$ cat src/rtl/pc_seq_unit.sv
// pc_seq_unit -- program counter for the MIPS_CPU fetch stage.
//
// Holds the word address of the instruction being fetched and chooses the
// next one: sequential increment, stall, absolute jump or PC-relative branch.
//
// Optional feature, macro PC_CALL_STACK_EN:
//   Adds call/return with a RAS_DEPTH-entry return-address stack.
//   When the stack is full, a call overwrites the oldest entry.
//
// Parameters:
//   ADDR_W     PC width in bits; program memory is 2^ADDR_W words.
//   OFF_W      branch offset width, signed, <= ADDR_W.
//   RESET_ADDR PC value after reset; truncated to ADDR_W.
//   STEP       sequential increment in words.
//   RAS_DEPTH  return-stack entries; power of two, >= 2.
//
// Ports:
//   clk         rising-edge clock.
//   rst         synchronous, active-low reset.
//   en          advance enable; 0 holds the PC.
//   jump_en     load jump_addr.
//   jump_addr   absolute jump target.
//   branch_en   add sign-extended branch_off to pc_out.
//   branch_off  signed branch offset.
//   call_en     (stack only) push pc_seq, then jump to jump_addr.
//   ret_en      (stack only) pop the top entry into the PC.
//   ras_empty   (stack only) stack holds no entries.
//   ras_full    (stack only) stack holds RAS_DEPTH entries.
//   pc_out      registered current PC.
//   pc_seq      pc_out + STEP, combinational, wrapping.
//   redirect    1 for the cycle after a jump/branch/call/ret is taken.
//
// Next-PC priority, highest first: ret, call, jump, branch, stall, increment.
// Redirects are taken even while en is low.
module pc_seq_unit #(
  parameter int ADDR_W     = 10,
  parameter int OFF_W      = 8,
  parameter int RESET_ADDR = 0,
  parameter int STEP       = 1,
  parameter int RAS_DEPTH  = 4
) (
  input  logic              clk,
  input  logic              rst,
  input  logic              en,
  input  logic              jump_en,
  input  logic [ADDR_W-1:0] jump_addr,
  input  logic              branch_en,
  input  logic [OFF_W-1:0]  branch_off,
`ifdef PC_CALL_STACK_EN
  input  logic              call_en,
  input  logic              ret_en,
  output logic              ras_empty,
  output logic              ras_full,
`endif
  output logic [ADDR_W-1:0] pc_out,
  output logic [ADDR_W-1:0] pc_seq,
  output logic              redirect
);

  localparam logic [ADDR_W-1:0] RESET_PC = ADDR_W'(RESET_ADDR);
  localparam logic [ADDR_W-1:0] STEP_W   = ADDR_W'(STEP);

  logic [ADDR_W-1:0] pc_nxt;
  logic              redirect_nxt;
  logic [ADDR_W-1:0] branch_tgt;

  assign pc_seq = pc_out + STEP_W;

  // Signed cast then resize sign-extends the offset; the add wraps mod 2^ADDR_W.
  assign branch_tgt = pc_out + ADDR_W'($signed(branch_off));

`ifdef PC_CALL_STACK_EN
  localparam int PTR_W = (RAS_DEPTH > 1) ? $clog2(RAS_DEPTH) : 1;
  localparam logic [PTR_W:0] DEPTH_C = (PTR_W + 1)'(RAS_DEPTH);

  // wr_ptr points at the next free slot; with a power-of-two depth the
  // pointer wraps naturally, so a push when full overwrites the oldest entry.
  logic [ADDR_W-1:0] ras_mem [RAS_DEPTH];
  logic [PTR_W-1:0]  wr_ptr;
  logic [PTR_W:0]    ras_count;
  logic [PTR_W-1:0]  top_ptr;
  logic              push;
  logic              pop;

  assign top_ptr   = wr_ptr - PTR_W'(1);
  assign ras_empty = (ras_count == '0);
  assign ras_full  = (ras_count == DEPTH_C);
`endif

  always_comb begin
    pc_nxt       = pc_out;
    redirect_nxt = 1'b0;
`ifdef PC_CALL_STACK_EN
    push = 1'b0;
    pop  = 1'b0;
    if (ret_en) begin
      // A ret with nothing to pop falls through sequentially, no redirect.
      // A simultaneous call is dropped entirely.
      if (!ras_empty) begin
        pc_nxt       = ras_mem[top_ptr];
        redirect_nxt = 1'b1;
        pop          = 1'b1;
      end else begin
        pc_nxt = pc_seq;
      end
    end else if (call_en) begin
      pc_nxt       = jump_addr;
      redirect_nxt = 1'b1;
      push         = 1'b1;
    end else
`endif
    if (jump_en) begin
      pc_nxt       = jump_addr;
      redirect_nxt = 1'b1;
    end else if (branch_en) begin
      pc_nxt       = branch_tgt;
      redirect_nxt = 1'b1;
    end else if (en) begin
      pc_nxt = pc_seq;
    end
  end

  always_ff @(posedge clk) begin
    if (!rst) begin
      pc_out   <= RESET_PC;
      redirect <= 1'b0;
    end else begin
      pc_out   <= pc_nxt;
      redirect <= redirect_nxt;
    end
  end

`ifdef PC_CALL_STACK_EN
  // Entries need no reset: ras_count gates every read.
  always_ff @(posedge clk) begin
    if (rst && push) begin
      ras_mem[wr_ptr] <= pc_seq;
    end
  end

  always_ff @(posedge clk) begin
    if (!rst) begin
      wr_ptr    <= '0;
      ras_count <= '0;
    end else if (push) begin
      wr_ptr <= wr_ptr + PTR_W'(1);
      if (!ras_full) begin
        ras_count <= ras_count + (PTR_W + 1)'(1);
      end
    end else if (pop) begin
      wr_ptr    <= top_ptr;
      ras_count <= ras_count - (PTR_W + 1)'(1);
    end
  end
`endif

endmodule

$ cat config.mk
export PLATFORM = sky130hd
export DESIGN_NAME = pc_seq_unit
export DESIGN_NICKNAME = d
export VERILOG_FILES = /design/src/rtl/pc_seq_unit.sv
export SDC_FILE = /design/constraint.sdc
export NUM_CORES = 1
export LEC_CHECK = 0
export CAP_MARGIN = 0
export CORE_UTILIZATION = 38
export DETAILED_ROUTE_END_ITERATION = 6
export PLACE_DENSITY = 0.81
export SLEW_MARGIN = 15
export SYNTH_ARGS = -nofsm -noshare
export SYNTH_HDL_FRONTEND = slang
export SYNTH_SLANG_ARGS = --single-unit
export TNS_END_PERCENT = 1
$ cat constraint.sdc
create_clock -name clk -period 2.1 [get_ports clk]
set_clock_uncertainty 0.05 [all_clocks]
set_input_delay 0.315 -clock clk [delete_from_list [all_inputs] [get_ports clk]]
set_output_delay 0.315 -clock clk [all_outputs]
set_load 0.01 [all_outputs]
==> key figures, run 1 <==
STA
  – Actual slew at the worst max-slew pin: 0.355 ns
  – Slew margin rel.: 76.1%
  – Tightest hold margin: 0.585 ns
  – Period utilization: 97.9%
  – Setup-failing EPs final: 0
  – Max Slew Vio Count: 0
  – Fmax achieved: about 0.5 GHz
  – Crit path time final: approximately 2.1 ns
  – RSZ-0062 raised after global routing: yes
  – Final-report hold violation count: 0

Routing
  – Drt first pass iters: 4
  – Vias/cell: 5.34
  – DRC Markers: 0
  – Detailed Route WL: around 3500 µm
  – ANT nets after route: 0
  – DR iter-0 viols: 76
  – Via count: 1405
  – DR WL/cell: 13.3 µm

Final layout
  – Most common cell after layout, fill and taps aside: clkdlybuf4s50_1
  – Commonest cells after routing, fill and taps aside: clkdlybuf4s50_1 (37), buf_4 (27), nand2_1 (14)
  – Final non-filler cell total: 263
  – # diodes: 0
  – Nets: 254
  – Layout cells sized above 1: 21.0%
  – Area grow syn2layout: 57.6%
  – Fill count: 275

Placed design
  – Port Buffer Count: 43
  – Placer Congestion: about 0.84
  – DP HPWL: 2870 µm
  – Dpl cells: approximately 260

Setup path
  – RR Startpoint: pc_out[4]$_SDFFE_PN0P_
  – Critical-path cell list: clkdlybuf4s50_1 -> ha_1 -> a21oi_1 -> o211ai_2 -> and4_4 -> a2111oi_4 -> a311oi_2
  – Critical Path Start Type: input pin
  – Worst setup path end: pc_out[9]$_SDFFE_PN0P_
  – Flop2flop setup slack: 0.14 ns
  – WS Path Type: input pin to register
  – Worst-path fanout max: 3
  – Crit. End Element: register
  – CP max-delay cell: clkdlybuf4s50_1
  – Worst reg-to-reg path cell count: 7
  – Slowest stage delay, CP: around 0.47 ns
  – Critical path data arrival time: 2.18 ns
  – Critical Path RT: 2.22 ns
  – Worst reg2reg path endpoint: pc_out[9]$_SDFFE_PN0P_
  – Critical Path Start: branch_off[1]

Synth
  – Yosys top cell by area: dfxtp_1
  – Ys flop type: dfxtp_1
  – Synth warn: 0
  – Area fraction of the dominant cell type after synthesis: 18.0%
  – Asr flop ratio synth: 0%
  – Number of distinct library cells after synthesis: 46
  – Top cells by area, synth: dfxtp_1 (18%), ha_1 (10%), xor2_1 (6.4%), xnor2_1 (5.0%), o21ai_0 (4.9%)
  – Syn_area_per_cell: 8.01 µm²
  – Mapped Area: approximately 0.0012 mm²
  – Syn nets: approximately 190
  – Post-Synthesis Cells: about 150
  – Post-synth EDFFs: 0
  – Register area share after synthesis: 18.0%
  – Seq cells post-synth: 11

Outcome
  – Outcome: completed

Pwr
  – Worst IR Drop VDD: 225 µV
  – Internal power: 0.562 mW
  – Clock share of power: 18.1%
  – Static Leak: 0.847 nW
  – Total power divided by cell area: 460 mW/mm²
  – Switching Power: 0.326 mW
  – Sequential power share: 28.1%
  – Comb pwr share: a little over half
  – Sw Share: 36.7%

Floorplan
  – Die X: approximately 60 µm
  – Placement Rows: 20
  – Die area: 0.00346 mm²
  – # IOs: 44
  – Die height: 58.8 µm
  – Initial Utilization: 40.2%
  – Core Region: 0.00305 mm²

Global routing
  – Initial antenna violation count: 0
  – Grt ovf: 0
  – Vias in the first global route: 1268
  – Global-route wire length before repair: approximately 5600 µm
  – Gr usage total: 21.4%
  – Largest net degree at the start of global routing: 12

Hold path
  – Hold Path Class: register to register

Clock network
  – Root Driver: clkbuf_4
  – Clock buffer depth: 2
  – Number of buffers created by CTS: 3
  – TritonCTS Sinks: 11
  – CTS tree: built
  – Skew-Pair Late Insertion Delay: 0.29 ns
  – CTS clk-pin slew, worst paths: approximately 0.090 ns
  – H-tree depth: 1

Flow run
  – Max_cap viols: 0
==> critical path: cells and delay by family <==
kind | cells | cell delay, ns
compound gates | 4 | 0.84
buf+inv | 1 | 0.47
fa+ha+maj | 1 | 0.31
simple gates | 1 | 0.24
==> sequential cells by signal, summed over array words and instances (netlist names) <==
| name | cells |
|---|---|
| pc_out | 10 |
| redirect | 1 |
==> cell usage after synthesis, types with 2 or more instances <==
master and n:
o31ai_1 2, clkbuf_1 2, buf_2 4, inv_1 4
a21oi_1 10, o221ai_1 3, nor3_1 2, nand4_1 2
ha_1 10, and3_1 2, nand2_1 14, nand3_1 9
a21o_1 2, nor2b_1 2, o21bai_1 3, xor2_1 9
mux2i_1 2, and2_1 4, nor2_1 10, dfxtp_1 11
o21ai_0 12, xnor2_1 7, a211oi_1 4
==> power by group through the flow <==
stage                     clock [mW]  combinational, mW  sequential, mW
after floorplan                    0              0.223           0.274
after global placement             0              0.468           0.252
after detailed placement           0              0.475           0.253
after CTS                      0.162              0.476           0.250
after global routing           0.173              0.524           0.253
final                          0.161              0.478           0.249
==> cell families (layout without fill, tap and decap cells) <==
kind of cell    Yosys count  in the layout  share of synthesized area (%)
buf+inv                  12             78                           5.00
fa+ha+maj                11             11                           11.8
simple gates             53             53                           22.8
mux                       3              3                           2.55
compound gates           46             46                           27.1
flops                    11             11                           18.0
xor+xnor                 17             17                           12.8
==> stage by stage <==
stage	utilization, %	cell area (µm²)	setup slack [ns]	setup TNS (ns)	power [mW]
floorplan	-	1230	0.0272	0	0.497
global placement	61.2	1870	-0.387	-1.33	0.720
detailed placement	61.2	1870	-0.426	-1.66	0.728
CTS	62.6	1910	-0.0825	-0.140	0.888
global route	63.3	1930	-0.0579	-0.0959	0.950
finish	63.3	1930	0.0450	0	0.888
==> how the worst min path moves through the flow <==
| stage | startpoint | end | slack, ns | depth (start not counted) |
|---|---|---|---|---|
| global placement | pc_out[8]$_SDFFE_PN0P_ | pc_out[8]$_SDFFE_PN0P_ | 0.57 | 3 |
| CTS | pc_out[8]$_SDFFE_PN0P_ | pc_out[8]$_SDFFE_PN0P_ | 0.58 | 3 |
| finish | pc_out[8]$_SDFFE_PN0P_ | pc_out[8]$_SDFFE_PN0P_ | 0.58 | 3 |
| detailed placement | pc_out[8]$_SDFFE_PN0P_ | pc_out[8]$_SDFFE_PN0P_ | 0.57 | 3 |
| global route | pc_out[8]$_SDFFE_PN0P_ | pc_out[8]$_SDFFE_PN0P_ | 0.62 | 3 |
| floorplan | jump_addr[6] | pc_out[6]$_SDFFE_PN0P_ | 0.48 | 3 |
==> cell type report <==
type,count,area (µm²),area share (%)
Clock buffer,4,26.3,1.36
Timing Repair Buffer,70,629,32.6
Tap cell,44,55.1,2.85
Sequential cell,11,225,11.7
Inverter,4,15.0,0.777
Multi-Input combinational cell,130,981,50.8
==> repair_timing <==
item | in CTS | in global routing
buffers inserted | 0 | 0
endpoints found under the setup margin | 10 | 8
gates cloned | 0 | 0
gates resized for setup | 10 | 8
hold buffers | 0 | 0
pin swaps | 0 | 1
==> metal layers <==
metal  vias up  GRT usage [%]  share of wire [%]
li1        697              -                  -
met1       654           27.0                 43
met2        50           37.7                 51
met3         4           2.64                5.1
met4         0           7.14               0.92
met5         -              0                  0
Note: power is estimated with default switching activity, not from simulation.
==> run 2, diff against run 1 <==
- CAP_MARGIN: 0 -> 10
==> results of run 2 <==
No change in the layout: final DEF, timing and power equal those of run 1.
==> run 3, diff against run 2 <==
- CTS_CLUSTER_DIAMETER: not set -> 30
==> results of run 3 <==
No change in the layout: final DEF, timing and power equal those of run 1.
